`config.mk`:
```
export PLATFORM = sky130hd
export DESIGN_NAME = ssd_capture
export DESIGN_NICKNAME = d
export VERILOG_FILES = /design/src/rtl/ssd_pkg.sv /design/src/rtl/seg7_decode.sv /design/src/rtl/ssd_capture.sv
export SDC_FILE = /design/constraint.sdc
export NUM_CORES = 1
export LEC_CHECK = 0
export ABC_AREA = 1
export BUFFER_PORTS_ARGS = -buffer_cell sky130_fd_sc_hd__buf_2
export CAP_MARGIN = 20
export CORE_ASPECT_RATIO = 0.8
export CORE_MARGIN = 2
export CORE_UTILIZATION = 55
export DETAILED_ROUTE_END_ITERATION = 10
export PLACE_DENSITY = 0.75
export SYNTH_ARGS = -nofsm -noshare
export SYNTH_HDL_FRONTEND = slang
export SYNTH_SLANG_ARGS = --single-unit
```
`constraint.sdc`:
```
create_clock -name clk_in -period 5.25 [get_ports clk_in]
set_input_delay 0.2625 -clock clk_in [delete_from_list [all_inputs] [get_ports clk_in]]
set_output_delay 0.2625 -clock clk_in [all_outputs]
set_load 0.03 [all_outputs]
```
`src/rtl/ssd_pkg.sv`:
```
// Shared types and constants for the seven-segment display capture block.
package ssd_pkg;

    typedef enum logic [1:0] {
        ST_HUNT,
        ST_SETTLE,
        ST_LOCKED
    } state_t;

    // Active-high {g,f,e,d,c,b,a} patterns for hex 0..F; entry 0 is the rightmost.
    localparam logic [15:0][6:0] SEG_TAB = {
        7'h71, 7'h79, 7'h5E, 7'h39, 7'h7C, 7'h77, 7'h6F, 7'h7F,
        7'h07, 7'h7D, 7'h6D, 7'h66, 7'h4F, 7'h5B, 7'h06, 7'h3F
    };

    // Digits that carry no data and must read blank.
    localparam logic [7:0] BLANK_MASK = 8'b0010_0100;

    function automatic logic is_onehot(input logic [7:0] v);
        return (v != 8'h00) && ((v & (v - 8'd1)) == 8'h00);
    endfunction

    function automatic logic [2:0] oh2idx(input logic [7:0] v);
        logic [2:0] idx;
        idx = 3'd0;
        for (int i = 0; i < 8; i++) begin
            if (v[i]) idx = i[2:0];
        end
        return idx;
    endfunction

endpackage

```
`src/rtl/seg7_decode.sv`:
```
// Combinational seven-segment pattern to hex nibble decoder.
module seg7_decode
    import ssd_pkg::*;
(
    input  logic [6:0] i_pat,
    output logic       o_valid,
    output logic [3:0] o_nib
);

    always_comb begin
        o_valid = 1'b0;
        o_nib   = 4'h0;
        for (int i = 0; i < 16; i++) begin
            if (i_pat == SEG_TAB[i[3:0]]) begin
                o_valid = 1'b1;
                o_nib   = i[3:0];
            end
        end
    end

endmodule

```
`src/rtl/ssd_capture.sv`:
```
// Captures an 8-digit multiplexed seven-segment display into nibble frames.
// Optional idle timeout enabled by defining SSD_CAPTURE_TIMEOUT_EN. SETTLE_CYCLES must be >= 2.
module ssd_capture
    import ssd_pkg::*;
#(
    parameter int SETTLE_CYCLES  = 16,
    parameter int TIMEOUT_CYCLES = 2000000
) (
    input  logic       clk_in,
    input  logic       rst_in,
    input  logic [6:0] cat_in,
    input  logic [7:0] an_in,
    input  logic       ready_in,
    output logic       valid_out,
    output logic [7:0] channel_sel_out,
    output logic [7:0] lt_out,
    output logic [7:0] ut_out,
    output logic [7:0] err_out,
    output logic       overrun_out,
    output logic       timeout_out
);

    localparam int CW = (SETTLE_CYCLES > 2) ? $clog2(SETTLE_CYCLES) : 1;

    logic [6:0]      r_cat_s1, r_cat_s2, r_cat_prev;
    logic [7:0]      r_an_s1, r_an_s2, r_an_prev;
    state_t          r_state, w_state_n;
    logic [CW-1:0]   r_cnt, w_cnt_n;
    logic            w_cap;
    logic [7:0][3:0] r_nib;
    logic [7:0]      r_err;
    logic [7:0]      r_mask;
    logic            r_valid, r_ovr;
    logic [7:0]      r_ch, r_lt, r_ut, r_err_o;
    logic            w_to_hit;

    logic [7:0] w_an_act;
    logic       w_an_same, w_same;
    logic [2:0] w_idx;
    logic [6:0] w_pat;
    logic       w_dec_vld, w_dig_ok, w_full;
    logic [3:0] w_dec_nib, w_dig_nib;

    // Two-stage synchronizer; the extra stage holds the prior sample for stability checks.
    always_ff @(posedge clk_in or negedge rst_in) begin
        if (!rst_in) begin
            r_cat_s1   <= '1;
            r_cat_s2   <= '1;
            r_cat_prev <= '1;
            r_an_s1    <= '1;
            r_an_s2    <= '1;
            r_an_prev  <= '1;
        end else begin
            r_cat_s1   <= cat_in;
            r_cat_s2   <= r_cat_s1;
            r_cat_prev <= r_cat_s2;
            r_an_s1    <= an_in;
            r_an_s2    <= r_an_s1;
            r_an_prev  <= r_an_s2;
        end
    end

    assign w_an_act  = ~r_an_s2;
    assign w_an_same = (r_an_s2 == r_an_prev);
    assign w_same    = w_an_same && (r_cat_s2 == r_cat_prev);

    always_ff @(posedge clk_in or negedge rst_in) begin
        if (!rst_in) begin
            r_state <= ST_HUNT;
            r_cnt   <= '0;
        end else begin
            r_state <= w_state_n;
            r_cnt   <= w_cnt_n;
        end
    end

    always_comb begin
        w_state_n = r_state;
        w_cnt_n   = r_cnt;
        w_cap     = 1'b0;
        case (r_state)
            ST_HUNT: begin
                if (is_onehot(w_an_act)) begin
                    w_state_n = ST_SETTLE;
                    w_cnt_n   = '0;
                end
            end
            ST_SETTLE: begin
                if (!w_same) begin
                    w_state_n = ST_HUNT;
                    w_cnt_n   = '0;
                end else if (r_cnt == CW'(SETTLE_CYCLES - 2)) begin
                    // Entry sample plus SETTLE_CYCLES-1 matches gives SETTLE_CYCLES identical samples.
                    w_state_n = ST_LOCKED;
                    w_cnt_n   = '0;
                    w_cap     = 1'b1;
                end else begin
                    w_cnt_n = r_cnt + CW'(1);
                end
            end
            ST_LOCKED: begin
                if (!w_an_same) w_state_n = ST_HUNT;
            end
            default: begin
                w_state_n = ST_HUNT;
                w_cnt_n   = '0;
            end
        endcase
    end

    assign w_idx = oh2idx(w_an_act);
    assign w_pat = ~r_cat_s2;

    seg7_decode u_dec (
        .i_pat   (w_pat),
        .o_valid (w_dec_vld),
        .o_nib   (w_dec_nib)
    );

    assign w_dig_ok  = BLANK_MASK[w_idx] ? (w_pat == 7'h00) : w_dec_vld;
    assign w_dig_nib = (BLANK_MASK[w_idx] || !w_dec_vld) ? 4'h0 : w_dec_nib;
    assign w_full    = (r_mask == 8'hFF);

    always_ff @(posedge clk_in or negedge rst_in) begin
        if (!rst_in) begin
            r_nib  <= '0;
            r_err  <= '0;
            r_mask <= '0;
        end else begin
            if (w_cap) begin
                r_nib[w_idx] <= w_dig_nib;
                r_err[w_idx] <= !w_dig_ok;
            end
            r_mask <= ((w_full || w_to_hit) ? 8'h00 : r_mask) |
                      (w_cap ? (8'd1 << w_idx) : 8'h00);
        end
    end

    // A completed frame loads when the output slot is empty or being freed this cycle.
    always_ff @(posedge clk_in or negedge rst_in) begin
        if (!rst_in) begin
            r_valid <= 1'b0;
            r_ovr   <= 1'b0;
            r_ch    <= '0;
            r_lt    <= '0;
            r_ut    <= '0;
            r_err_o <= '0;
        end else begin
            if (w_full && (!r_valid || ready_in)) begin
                r_valid <= 1'b1;
                r_ch    <= {r_nib[1], r_nib[0]};
                r_lt    <= {r_nib[4], r_nib[3]};
                r_ut    <= {r_nib[7], r_nib[6]};
                r_err_o <= r_err;
            end else if (r_valid && ready_in) begin
                r_valid <= 1'b0;
            end
            if (w_full && r_valid && !ready_in) r_ovr <= 1'b1;
        end
    end

`ifdef SSD_CAPTURE_TIMEOUT_EN
    localparam int TW = $clog2(TIMEOUT_CYCLES + 1);

    logic [TW-1:0] r_to_cnt;
    logic          r_to;

    assign w_to_hit = !w_cap && (r_to_cnt == TW'(TIMEOUT_CYCLES - 1));

    always_ff @(posedge clk_in or negedge rst_in) begin
        if (!rst_in) begin
            r_to_cnt <= '0;
            r_to     <= 1'b0;
        end else if (w_cap) begin
            r_to_cnt <= '0;
            r_to     <= 1'b0;
        end else if (w_to_hit) begin
            r_to_cnt <= '0;
            r_to     <= 1'b1;
        end else begin
            r_to_cnt <= r_to_cnt + TW'(1);
            r_to     <= 1'b0;
        end
    end

    assign timeout_out = r_to;
`else
    localparam bit TO_EN = 1'b0 && (TIMEOUT_CYCLES > 0);

    assign w_to_hit    = TO_EN;
    assign timeout_out = 1'b0;
`endif

    assign valid_out       = r_valid;
    assign channel_sel_out = r_ch;
    assign lt_out          = r_lt;
    assign ut_out          = r_ut;
    assign err_out         = r_err_o;
    assign overrun_out     = r_ovr;

endmodule

```
==> flow_metrics.py, run 1 <==
metrics = {
    "detailed_routing": {
        "drc_errors": 0,
        "top_layer": "met4",
        "drtIter0Drc": 224,
        "via_count": 3860,
        "wl_met2_um": 4951,
        "vias_per_cell": 5.099,
        "routed_wl_um": 10630,
        "drt-met1-wl_um": 4920,
        "wl_per_cell_um": 14.04,
        "ant_nets": 0,
        "dr.pass1.iters": 5,
        "wl_met3_um": 605,
    },
    "cells_and_area": {
        "fillerInstances": 703,
        "syn2layout_area_growth_pct": 20.95,
        "fin_nets": 649,
        "drive_gt1_share_pct": 30.53,
        "postLayoutCellArea_um2": 6401,
        "antenna_cells": 0,
        "final_cell_mix": "nand2_1, dfrtp_1, nor2_1, buf_2, dfstp_2",
        "layout_commonest_cell": "nand2_1",
    },
    "critical_path": {
        "end_kind": "register",
        "critPathLaunch": "r_cat_s2[3]$_DFF_PN1_",
        "arrival_ps": 2330,
        "r2r_setup_slack_ps": 3220,
        "reg2reg_from": "r_cat_s2[3]$_DFF_PN1_",
        "crit_fanout": 7,
        "critPathLaunchType": "register",
        "reg2reg_depth": 11,
        "crit_type": "reg2reg",
        "rr_endpoint": "r_nib[15]$_DFFE_PN0P_",
        "crit_required_ps": 5550,
    },
    "sta": {
        "setup_viol_count_final": 0,
        "slew_headroom_pct": 41.75,
        "hold_viol": 0,
        "period_minus_slack_ps": 2028,
        "tns_ps": 0,
        "clock_skew_ps": 12.13,
        "holdWs_ps": 141.1,
        "fmax_ghz": 0.4931,
        "drv_slew": 0,
        "setup_ws_ps": 3222,
        "rsz0062_at_grt": "no",
        "tightest_slew_ps": 873.8,
        "finalCritPeriodShare_pct": 38.63,
    },
    "floorplanning": {
        "core_area_um2": 9193,
        "num_rows": 31,
        "dieArea_um2": 10430,
        "die_y_um": 91.74,
        "io_pins": 53,
        "die_x_um": 113.7,
        "initial_core_util_pct": 57.57,
    },
    "clocking": {
        "postCtsSetupBuffers": 0,
        "clkTransAtPathRegs_ps": 50,
        "cts_made_buffers": 17,
        "cts_num_sinks": 125,
        "cts_tree": "yes",
        "clock_path_buffers": 2,
        "htree_levels": 4,
        "clk_root_buffer_cell": "clkbuf_16",
        "ctsResizeCount": 0,
        "clock_latency_ps": 420,
    },
    "logic_synthesis": {
        "syn_nets": 567,
        "yosys_warnings": 0,
        "synth_largest_area_cell": "dfrtp_1",
        "synthCells": 547,
        "syn_area_per_cell_um2": 9.676,
        "synthTopCellsByArea": "dfrtp_1, dfstp_2, nand2_1, mux2_2, nor2_1",
        "syn_area_um2": 5293,
        "yosys.area.top_type_share_pct": 37.83,
        "async_flop_share_pct": 100.0,
        "synth_edf_count": 0,
        "ys.flop_type": "dfrtp_1",
        "yosysUniqueCellTypes": 36,
        "yosys_register_bits": 125,
        "ys_seq_area_share_pct": 60.17,
    },
    "place": {
        "dp_hpwl_um": 7168,
        "port_buffers": 51,
        "gp_congestion": 0.8235,
        "place_ws_ps": 3231,
        "placed_cell_area_um2": 5680,
    },
    "hold_path": {
        "whs_endpoint": "valid_out$_DFFE_PN0P_",
        "hp-class": "in2reg",
        "hold_depth": 4,
        "min_from": "ready_in",
    },
    "grt": {
        "grt_use_total_pct": 23.22,
        "grt_max_degree": 76,
        "grt_pass1_vias": 3939,
        "antenna_found_initial": 0,
        "grt_pass1_wl_um": 18820,
        "gr-total-overflow": 0,
    },
    "power_and_ir_drop": {
        "power.density_nw_per_um2": 343.1,
        "power.leakage_uw": 0.003473,
        "p_total_uw": 2196,
        "peakVddDrop_mv": 0.3092,
    },
    "flow_run": {
        "maxCapViolations": 0,
    },
    "run_status": {
        "status": "finished clean",
    },
}
==> state kept, by name, summed over array words and instances, names as in the netlist <==
| name | count |
|---|---|
| lt_out | 8 |
| overrun_out | 1 |
| r_err | 8 |
| r_an_s1 | 8 |
| r_cat_s1 | 7 |
| r_mask | 8 |
| r_state | 2 |
| valid_out | 1 |
| r_cnt | 4 |
| r_nib | 24 |
| err_out | 8 |
| ut_out | 8 |
| r_cat_prev | 7 |
| channel_sel_out | 8 |
| r_cat_s2 | 7 |
| r_an_prev | 8 |
| r_an_s2 | 8 |
==> routing by layer <==
metal,GRT usage [%],vias up
met5,0,-
met2,36.33,104
met4,8.537,0
met1,31.33,1865
li1,-,1875
met3,6.345,16
==> what timing repair did <==
item,CTS,global route
endpoints found under the hold margin,64,0
endpoints found under the setup margin,0,0
hold buffers,16,0
==> stage by stage <==
step                utilization (%)  instances
floorplan                         -        547
global placement              61.79        709
detailed placement            61.79        709
CTS                           69.63        757
global route                  69.63        757
finish                        69.63        757
==> cells in the mapped netlist (3+ instances only) <==
library cell / count
a21oi_1: 7
nor2_4: 7
nand2_1: 205
inv_2: 9
dfrtp_1: 80
dfstp_2: 45
nand4_1: 3
o21ai_0: 6
nand2_2: 6
mux2_2: 32
nand3_1: 24
inv_1: 37
nor2_1: 51
nor2_2: 8
==> critical path, cell delays in order, from the launching register on <==
cell and delay [ps]:
dfstp_2 590, inv_1 90, nand2_1 80, nand2_1 50
nor2_1 100, nand3b_1 80, nor2_1 260, nand3_4 210
nor2_4 150, nand2_2 130, nand2_1 110, nand2_1 60
==> power by group <==
group          total [uW]  switching [uW]  internal [uW]
Clock                1080             408            669
Combinational         105            71.1           34.0
Sequential           1010            16.6            998
==> cells by family (layout without fill, tap and decap cells) <==
family,count (synthesis),in the layout,synth area share [%]
fa+ha+maj,2,2,0.4727
compound gates,19,19,2.222
xor+xnor,3,3,0.4965
buf+inv,52,147,3.806
flops,125,125,60.17
mux,32,32,6.809
other cells,1,1,0.07085
simple gates,313,313,25.96
==> area by class of cell <==
cell class	instances	area [um2]	area share [%]
Sequential cell	125	3184	49.75
Clock buffer	24	503.0	7.858
Clock inverter	8	57.56	0.8991
Inverter	46	172.7	2.697
Tap cell	115	143.9	2.248
Timing Repair Buffer	69	432.9	6.763
Multi-Input combinational cell	370	1907	29.79
==> how the worst max path moves through the flow <==
stage / endpoint / slack (ps)
global route: r_nib[18]$_DFFE_PN0P_ / 3000
detailed placement: r_nib[18]$_DFFE_PN0P_ / 3230
global placement: r_nib[17]$_DFFE_PN0P_ / 3270
finish: r_nib[15]$_DFFE_PN0P_ / 3220
floorplan: r_nib[16]$_DFFE_PN0P_ / 3480
CTS: r_nib[15]$_DFFE_PN0P_ / 3200
Note: power is estimated with default switching activity, not from simulation.
==> inputs of run 2 (changes only) <==
Clock period 5.25 ns to 2.1 ns, I/O delays scaled along.
==> run 2 against run 1 <==
- flip-flop and latch count unchanged
- count of clock-buffer cells in the layout decreased by 4
- design area increased by 1.8%
- combinational power increased to 2.7 times the previous value
- wire length increased by 1.6%
- core utilization increased by 1.3 points
- clock power increased to 2.5 times the previous value
- first-iteration DRC count increased by 46%
- critical path type unchanged
- critical endpoint is now r_nib[25]$_DFFE_PN0P_
- largest cell class unchanged
==> flow_metrics.py, run 2 (synthesized netlist as in run 1, its figures left out) <==
metrics = {
    "run_status": {
        "status": "finished clean",
    },
    "cells_and_area": {
        "instances_no_fill": 765,
        "syn2layout_area_growth_pct": 23.12,
        "layout_commonest_cell": "nand2_1",
        "largest_reg_flops": 24,
        "fin_nets": 657,
        "regMostFlops": "r_nib",
        "antenna_cells": 0,
        "drive_gt1_share_pct": 32.62,
        "final_cell_mix": "nand2_1, dfrtp_1, buf_2, nor2_1, dfstp_2",
    },
    "clocking": {
        "clock_latency_ps": 410,
        "clk_root_buffer_cell": "clkbuf_16",
        "htree_levels": 4,
        "cts_made_buffers": 17,
        "clock_path_buffers": 2,
        "clkTransAtPathRegs_ps": 60,
        "cts_tree": "yes",
        "cts_num_sinks": 125,
    },
    "critical_path": {
        "critPathLaunchType": "register",
        "r2r_setup_slack_ps": 90,
        "reg2reg_from": "r_cat_s2[4]$_DFF_PN1_",
        "crit_required_ps": 2450,
        "crit_fanout": 6,
        "end_kind": "register",
        "crit_type": "reg2reg",
        "rr_endpoint": "r_nib[25]$_DFFE_PN0P_",
        "reg2reg_depth": 10,
        "arrival_ps": 2370,
    },
    "sta": {
        "drv_slew": 0,
        "period_minus_slack_ps": 2014,
        "hold_viol": 0,
        "holdWs_ps": 247.7,
        "finalCritPeriodShare_pct": 95.91,
        "clock_skew_ps": 12.62,
        "slew_headroom_pct": 60.57,
        "tightest_slew_ps": 591.4,
        "fmax_ghz": 0.4965,
        "setup_viol_count_final": 0,
    },
    "place": {
        "port_buffers": 51,
        "gp_congestion": 0.8895,
        "dp_hpwl_um": 7044,
        "placedCellCount": 710,
    },
    "flow_run": {
        "maxCapViolations": 0,
    },
    "power_and_ir_drop": {
        "p_comb_share_pct": 5.1,
        "power.leakage_uw": 0.003540,
        "power.share.clock_pct": 49.1,
        "power.density_nw_per_um2": 849.9,
        "switching_power_uw": 1294,
        "seq_power_share_pct": 45.8,
        "p_int_uw": 4244,
        "p_sw_share_pct": 23.37,
        "peakVddDrop_mv": 0.5687,
    },
    "floorplanning": {
        "die_x_um": 113.7,
        "die_y_um": 91.74,
        "core_area_um2": 9193,
        "io_pins": 53,
        "dieArea_um2": 10430,
        "initial_core_util_pct": 57.57,
        "num_rows": 31,
    },
    "detailed_routing": {
        "drtIter0Drc": 328,
        "vias_per_cell": 5.124,
        "dr.pass1.iters": 5,
        "routed_wl_um": 10800,
        "ant_nets": 0,
        "drc_errors": 0,
        "wl_per_cell_um": 14.12,
        "via_count": 3920,
    },
    "grt": {
        "grt_max_degree": 47,
        "gr-total-overflow": 0,
        "grt_pass1_vias": 3995,
        "grt_pass1_wl_um": 18120,
        "grt_use_total_pct": 22.48,
        "antenna_found_initial": 0,
    },
    "hold_path": {
        "hp-class": "in2async",
    },
}
==> run 2: changes by cell type in the layout (fill, tap and decap cells not counted), sizes merged <==
cell | previous run | this run
buf | 53 | 60
clkinvlp | 2 | 1
dlygate4sd3 | 16 | 17
inv | 47 | 50
clkinv | 5 | 7
clkbuf | 24 | 20
==> run 2: metrics by stage <==
stage	utilization [%]	instance area (um2)	power [uW]	setup TNS, ps	setup WS (ps)
final	70.89	6516	5538	0	85.88
after floorplan	-	5293	2712	0	333.6
after CTS	70.11	6445	5572	0	89.39
after global routing	70.89	6516	5743	-650.4	-48.98
after global placement	62.15	5713	2814	0	115.8
after detailed placement	62.15	5713	2824	0	115.8
==> run 2: power by group through the flow <==
stage	registers [uW]	logic, uW	clock network, uW
floorplan	2560	151	0
global placement	2570	243	0
detailed placement	2570	249	0
CTS	2540	275	2760
global route	2540	323	2880
finish	2540	285	2720
==> run 2: area by class of cell <==
cell class | instances | area (um2)
sequential | 125 | 3184
fill | 664 | 2676
multi-input combinational | 370 | 1933
timing repair buffer | 77 | 520.5
clock buffer | 20 | 479.2
inverter | 46 | 172.7
tap | 115 | 143.9
clock inverter | 12 | 82.58
==> run 2: repair_timing <==
item / CTS / global route
hold buffers: 17 / 0
setup endpoints to repair: 0 / 27
setup buffers: 0 / 6
hold endpoints to repair: 27 / 0
resized for setup: 0 / 8
==> run 2: critical path, cell delays in order (launching register included) <==
cell and delay (ps):
dfstp_2 590, inv_2 60, nor3_1 300, o21ai_0 180
nand2_1 170, nor2_4 60, nand2_2 120, nand2_4 100
nor2_4 220, nand2_1 90, nand2_1 70
==> run 2: worst max-delay path by stage <==
stage | startpoint | endpoint | slack [ps] | depth (start not counted)
3_5_place_dp | r_cat_s2[3]$_DFF_PN1_ | r_nib[16]$_DFFE_PN0P_ | 120 | 11
2_1_floorplan | r_cat_s2[5]$_DFF_PN1_ | r_nib[16]$_DFFE_PN0P_ | 330 | 12
3_3_place_gp | r_cat_s2[3]$_DFF_PN1_ | r_nib[16]$_DFFE_PN0P_ | 120 | 11
5_1_grt | r_cat_s2[4]$_DFF_PN1_ | r_nib[3]$_DFFE_PN0P_ | -50 | 10
6_report | r_cat_s2[4]$_DFF_PN1_ | r_nib[25]$_DFFE_PN0P_ | 90 | 10
4_1_cts | r_cat_s2[3]$_DFF_PN1_ | r_nib[16]$_DFFE_PN0P_ | 90 | 11
==> run 2: layer usage <==
layer / global-route usage, % / share of wire [%] / routed length [um]
met4: 10.57 / 1.5 / 166
met5: 0 / 0 / 0
met2: 35.23 / 47 / 5058
met3: 6.411 / 5.1 / 554
met1: 29.11 / 47 / 5023
